[src/rtl/a2d_pkg.sv]
// rtl/a2d_pkg.sv - shared types and widths for the A2D channel scanner
package a2d_pkg;

  localparam int RES_W       = 12;
  localparam int CHNL_W      = 3;
  localparam int TIMEOUT_CYC = 4096;

  typedef enum logic [2:0] {
    IDLE,
    START,
    WAIT_CMPLT,
    STORE,
    HOLD
  } a2d_state_e;

endpackage

[src/rtl/a2d_avg_accum.sv]
// rtl/a2d_avg_accum.sv - per-channel sample accumulator and power-of-two averager
module a2d_avg_accum
  import a2d_pkg::*;
#(
  parameter int AVG_LOG2 = 2
) (
  input  logic             clk,
  input  logic             rst_n,
  input  logic             clr,
  input  logic             add,
  input  logic [RES_W-1:0] smpl,
  output logic             last_smpl,
  output logic [RES_W-1:0] avg
);

  localparam int ACC_W = RES_W + AVG_LOG2;
  localparam int CNT_W = AVG_LOG2 + 1;
  localparam logic [CNT_W-1:0] LAST_CNT = CNT_W'((1 << AVG_LOG2) - 1);

  logic [ACC_W-1:0] acc;
  logic [CNT_W-1:0] cnt;

  // clr wins over add so an aborted final sample never lands in the sum
  always_ff @(posedge clk) begin
    if (!rst_n || clr) begin
      acc <= '0;
      cnt <= '0;
    end else if (add) begin
      acc <= acc + ACC_W'(smpl);
      cnt <= cnt + 1'b1;
    end
  end

  assign last_smpl = (cnt == LAST_CNT);
  assign avg       = acc[ACC_W-1 -: RES_W];

endmodule

[src/rtl/a2d_chnl_scan.sv]
// rtl/a2d_chnl_scan.sv - multi-channel A2D scan sequencer with averaged result registers
// Optional conversion timeout enabled by defining A2D_TIMEOUT_EN.
module a2d_chnl_scan
  import a2d_pkg::*;
#(
  parameter int NUM_CHNL    = 8,
  parameter int AVG_LOG2    = 2,
  parameter int SCAN_PERIOD = 1024
) (
  input  logic              clk,
  input  logic              rst_n,
  input  logic              en,
  output logic              strt_cnv,
  output logic [CHNL_W-1:0] chnnl,
  input  logic              cnv_cmplt,
  input  logic [RES_W-1:0]  res,
  input  logic [CHNL_W-1:0] rd_chnl,
  output logic [RES_W-1:0]  rd_data,
  output logic [7:0]        vld,
  output logic              scan_done,
  output logic              busy,
  output logic              err
);

  localparam int PER_W = $clog2(SCAN_PERIOD + 1);
  localparam logic [PER_W-1:0]  PER_LAST  = PER_W'(SCAN_PERIOD - 1);
  localparam logic [CHNL_W-1:0] LAST_CHNL = CHNL_W'(NUM_CHNL - 1);

  a2d_state_e       state;
  logic             abort;
  logic [PER_W-1:0] per_cnt;
  logic [RES_W-1:0] res_q [NUM_CHNL];
  logic             acc_add;
  logic             acc_clr;
  logic             last_smpl;
  logic [RES_W-1:0] avg;
  logic             to_hit;

  assign acc_add = (state == WAIT_CMPLT) && cnv_cmplt;
  assign acc_clr = (state == STORE) || (acc_add && (abort || !en)) || to_hit;

  a2d_avg_accum #(
    .AVG_LOG2(AVG_LOG2)
  ) u_accum (
    .clk      (clk),
    .rst_n    (rst_n),
    .clr      (acc_clr),
    .add      (acc_add),
    .smpl     (res),
    .last_smpl(last_smpl),
    .avg      (avg)
  );

`ifdef A2D_TIMEOUT_EN
  localparam int TO_W = $clog2(TIMEOUT_CYC);

  logic [TO_W-1:0] to_cnt;
  logic            err_q;

  assign to_hit = (state == WAIT_CMPLT) && !cnv_cmplt &&
                  (to_cnt == TO_W'(TIMEOUT_CYC - 1));
  assign err    = err_q;

  always_ff @(posedge clk) begin
    if (!rst_n) begin
      to_cnt <= '0;
      err_q  <= 1'b0;
    end else begin
      if ((state == WAIT_CMPLT) && !cnv_cmplt)
        to_cnt <= to_cnt + 1'b1;
      else
        to_cnt <= '0;
      if (to_hit)
        err_q <= 1'b1;
    end
  end
`else
  assign to_hit = 1'b0;
  assign err    = 1'b0;
`endif

  // Outputs are registered from the transition, so strt_cnv is high exactly
  // while in START and scan_done exactly in the last channel's STORE cycle.
  always_ff @(posedge clk) begin
    if (!rst_n) begin
      state     <= IDLE;
      strt_cnv  <= 1'b0;
      chnnl     <= '0;
      vld       <= '0;
      scan_done <= 1'b0;
      busy      <= 1'b0;
      abort     <= 1'b0;
      per_cnt   <= '0;
      for (int i = 0; i < NUM_CHNL; i++)
        res_q[i] <= '0;
    end else begin
      strt_cnv  <= 1'b0;
      scan_done <= 1'b0;
      case (state)
        IDLE: begin
          if (en) begin
            state    <= START;
            strt_cnv <= 1'b1;
            busy     <= 1'b1;
            chnnl    <= '0;
            abort    <= 1'b0;
          end
        end
        START: begin
          state <= WAIT_CMPLT;
          if (!en)
            abort <= 1'b1;
        end
        WAIT_CMPLT: begin
          if (!en)
            abort <= 1'b1;
          if (cnv_cmplt) begin
            if (abort || !en) begin
              state <= IDLE;
              busy  <= 1'b0;
              abort <= 1'b0;
            end else if (last_smpl) begin
              state     <= STORE;
              scan_done <= (chnnl == LAST_CHNL);
            end else begin
              state    <= START;
              strt_cnv <= 1'b1;
            end
          end else if (to_hit) begin
            state <= IDLE;
            busy  <= 1'b0;
            abort <= 1'b0;
          end
        end
        STORE: begin
          for (int i = 0; i < NUM_CHNL; i++) begin
            if (chnnl == CHNL_W'(i)) begin
              res_q[i] <= avg;
              vld[i]   <= 1'b1;
            end
          end
          if (chnnl == LAST_CHNL) begin
            chnnl   <= '0;
            per_cnt <= '0;
            state   <= HOLD;
          end else begin
            chnnl    <= chnnl + 1'b1;
            state    <= START;
            strt_cnv <= 1'b1;
          end
        end
        HOLD: begin
          if (per_cnt == PER_LAST) begin
            if (en) begin
              state    <= START;
              strt_cnv <= 1'b1;
            end else begin
              state <= IDLE;
              busy  <= 1'b0;
            end
          end else begin
            per_cnt <= per_cnt + 1'b1;
          end
        end
        default: begin
          state <= IDLE;
          busy  <= 1'b0;
        end
      endcase
    end
  end

  always_comb begin
    rd_data = '0;
    for (int i = 0; i < NUM_CHNL; i++)
      if (rd_chnl == CHNL_W'(i))
        rd_data = res_q[i];
  end

endmodule

[config.mk]
export PLATFORM = sky130hd
export DESIGN_NAME = a2d_chnl_scan
export DESIGN_NICKNAME = d
export VERILOG_FILES = /design/src/rtl/a2d_pkg.sv /design/src/rtl/a2d_avg_accum.sv /design/src/rtl/a2d_chnl_scan.sv
export SDC_FILE = /design/constraint.sdc
export NUM_CORES = 1
export LEC_CHECK = 0
export CORE_ASPECT_RATIO = 1.25
export CORE_UTILIZATION = 50
export DETAILED_ROUTE_END_ITERATION = 10
export PLACE_DENSITY_LB_ADDON = 0.08
export SYNTH_ARGS = -nofsm -noshare
export SYNTH_HDL_FRONTEND = slang
export SYNTH_SLANG_ARGS = --single-unit
[constraint.sdc]
create_clock -name clk -period 2.55 [get_ports clk]
set_clock_uncertainty 0.05 [all_clocks]
set_input_delay 0.51 -clock clk [delete_from_list [all_inputs] [get_ports clk]]
set_output_delay 0.51 -clock clk [all_outputs]
set_load 0.1 [all_outputs]
==> reports/metrics.yaml <==
clocking:
  clkSinkCount: 142
  cts-buffers-inserted: 17
  cts-root-buf: "clkbuf_16"
  clock_latency_ns: 0.41
  clkSlewWorstSetupHoldPaths_ns: 0.06
  htree_levels: 4
  cts_hold_buf: 0
  cts_tree: "yes"
  clk_path_buf_depth: 2
logic_synthesis:
  synth_seq_area_share_pct: 56.7
  synth_top_family_by_area: "simple AND/OR/NAND/NOR gates"
  yosysWarnings: 0
  ys_types: 63
  syn_area_mm2: 0.00671
  async_flop_share_pct: 0
  yosys.area_share.simple_pct: 17.3
  synth.avg_cell_area_um2: 10.4
  synth_nets: 685
  syn_inst: 644
  synth_xor_area_share_pct: 2.35
  synth_edf_count: 96
  synthFlopType: "edfxtp_1"
  synth.area.mux_share_pct: 3.47
  synth_seq_cells: 142
  synthAdderAreaFrac_pct: 4.22
  synth-compound-area-share_pct: 12.3
cells_and_area:
  final_area_mm2: 0.00846
  fillerInstances: 1043
  multi_input_area_mm2: 0.00279
  syn_to_final_growth_pct: 26.1
  nets: 763
  final_common_cell: "nor2_1"
  seq_area_mm2: 0.00380
  diodes: 0
  final_cell_mix: "nor2_1, edfxtp_1, nand2_1, buf_4, dfxtp_1"
  drive_above_1_share_pct: 19.9
  fin_cells: 903
floorplanning:
  start_util_pct: 52.0
  core-area_mm2: 0.0129
  core.rowCount: 46
  die-area_mm2: 0.0139
  io_pins: 46
  die_height_um: 131
  fp.dieW_um: 106
power:
  swShare_pct: 25.0
  p_int_w: 0.00435
  power_frac_clock_pct: 42.6
  vdd_ir_drop_max_mv: 0.462
  power_leakage_nw: 3.28
  power_frac_comb_pct: 13.1
  power_density_mw_per_mm2: 686
  p_seq_share_pct: 44.3
  total_power_w: 0.00580
  switchingPower_w: 0.00145
critical_path:
  ff2ff_path_depth: 7
  arrival_ns: 1.87
  path_class: "in2out"
  endpoint: "rd_data[11]"
  regToRegStartpoint: "u_accum.acc[0]$_SDFFE_PP0N_"
  crit_required_ns: 1.99
  reg2reg_slack_ns: 0.36
  crit_path_start_kind: "input port"
  endpoint_kind: "output port"
  cp-startpoint: "rd_chnl[0]"
  crit_fanout: 17
  reg2reg_to: "u_accum.acc[10]$_SDFFE_PP0N_"
routing:
  drc: 0
  routedWlPerCell_um: 17.6
  vias: 5031
  drt_iter0_drc: 353
  routed_wirelength_mm: 15.9
  firstDrtPassIters: 5
  vias_per_cell: 5.57
  ant_nets: 0
grt:
  grt_antenna_before_repair: 0
  grt_usage_pct: 24.3
  globalRouteOverflowTotal: 0
  grt_pass1_vias: 5103
  grt_pass1_wl_mm: 26.0
  grt_max_degree: 22
sta:
  setup_ws_ns: 0.123
  hold_viol: 0
  fmax_mhz: 412
  drv_slew: 0
  min_period_over_period_pct: 95.2
  worstMarginPinSlew_ns: 0.555
  slew_headroom_pct: 62.9
  rsz0062_at_grt: "yes"
  min_period_ns: 2.43
  finalSetupViolations: 0
place:
  place_congestion: 0.825
  hpwl_mm: 11.1
  preCtsSetupSlack_ns: -0.346
  io_buffer_count: 44
  place_area_mm2: 0.00771
  placedCellCount: 868
hold_path:
  hold_class: "reg2reg"
flow_run:
  max-cap-violations: 0
outcome:
  status: "completed"
## layer usage
metal  track usage [%]  wire, µm  vias to the layer above  share of wire [%]
met3              4.46       629                       15                4.0
met2              44.5      8550                      134                 54
met1              28.8      6520                     2452                 41
met5                 0         0                        -                  0
met4              6.79       172                        0                1.1
li1                  -         -                     2430                  -
## power groups by stage
stage,Sequential (W),Combinational (W),Clock [W]
after global placement,0.00261,0.000714,0
after detailed placement,0.00262,0.000724,0
after floorplan,0.00263,0.000446,0
after CTS,0.00257,0.000753,0.00250
after global routing,0.00258,0.000803,0.00260
final,0.00257,0.000758,0.00247
## area by class of cell
type	instances	share of cell area, %
inverters	24	1.07
multi-input cells	444	33.0
clock inverters	15	2.01
repair buffers	93	11.4
clock buffers	17	5.03
well taps	168	2.49
flip-flops and latches	142	45.0
## critical path, stage by stage
cell	delay, ns
dlygate4sd2_1	0.26
buf_6	0.13
buf_6	0.15
nor2_1	0.14
a21oi_1	0.06
o221ai_1	0.20
o21ai_1	0.12
nand2_2	0.11
buf_12	0.18
## sequential cells by signal, indices dropped and copies added (netlist names)
register,cells
res_q,96
u_accum.acc,14
per_cnt,11
vld,8
chnnl,3
state,3
u_accum.cnt,3
abort,1
busy,1
scan_done,1
strt_cnv,1
## cell usage after synthesis (6+ instances only)
cell / n / area share, %
ha_1: 21 / 3.9
o21ai_0: 29 / 2.2
a21oi_1: 38 / 2.8
mux2i_1: 12 / 1.8
o221ai_1: 6 / 0.78
nor2b_1: 14 / 1.3
edfxtp_1: 96 / 43
xor2_1: 10 / 1.3
nor2_1: 113 / 6.3
a22o_1: 6 / 0.78
nand3_1: 13 / 0.97
nand2_1: 81 / 4.5
inv_1: 24 / 1.3
xnor2_1: 8 / 1.0
clkbuf_1: 16 / 0.90
buf_2: 13 / 0.97
dfxtp_1: 46 / 14
nand4_1: 7 / 0.65
nor3_1: 7 / 0.52
## what timing repair did
item,in CTS,in global routing
pin swaps,4,0
endpoints found under the setup margin,12,9
cloned,2,0
setup buffers,1,0
gates resized for setup,29,9
## metrics by stage
stage / hold WS [ns] / util [%] / TNS (ns)
floorplan: 0.389 / - / 0
global placement: 0.395 / 59.8 / -3.82
global route: 0.432 / 65.6 / -0.00102
finish: 0.409 / 65.6 / 0
CTS: 0.412 / 65.4 / 0
detailed placement: 0.404 / 59.8 / -4.21
## how the worst min path moves through the flow
stage,end,start,slack (ns),depth (start not counted)
6_report,u_accum.acc[0]$_SDFFE_PP0N_,u_accum.acc[0]$_SDFFE_PP0N_,0.41,2
5_1_grt,u_accum.acc[0]$_SDFFE_PP0N_,u_accum.acc[0]$_SDFFE_PP0N_,0.43,2
4_1_cts,u_accum.acc[0]$_SDFFE_PP0N_,u_accum.acc[0]$_SDFFE_PP0N_,0.41,2
3_3_place_gp,u_accum.acc[0]$_SDFFE_PP0N_,u_accum.acc[0]$_SDFFE_PP0N_,0.39,2
3_5_place_dp,u_accum.acc[0]$_SDFFE_PP0N_,u_accum.acc[0]$_SDFFE_PP0N_,0.40,2
2_1_floorplan,u_accum.acc[0]$_SDFFE_PP0N_,u_accum.acc[0]$_SDFFE_PP0N_,0.39,2
## cell families (layout without fill, tap and decap cells)
kind of cell | Yosys count | in the layout
and+or+nand+nor | 260 | 260
DFF | 142 | 142
AOI/OAI and AO/OA | 124 | 124
buffers and inverters | 58 | 149
adders and majority gates | 22 | 22
muxes | 19 | 19
xor gates and xnor gates | 18 | 18
other | 1 | 1
Note: power is estimated with default switching activity, not from simulation.
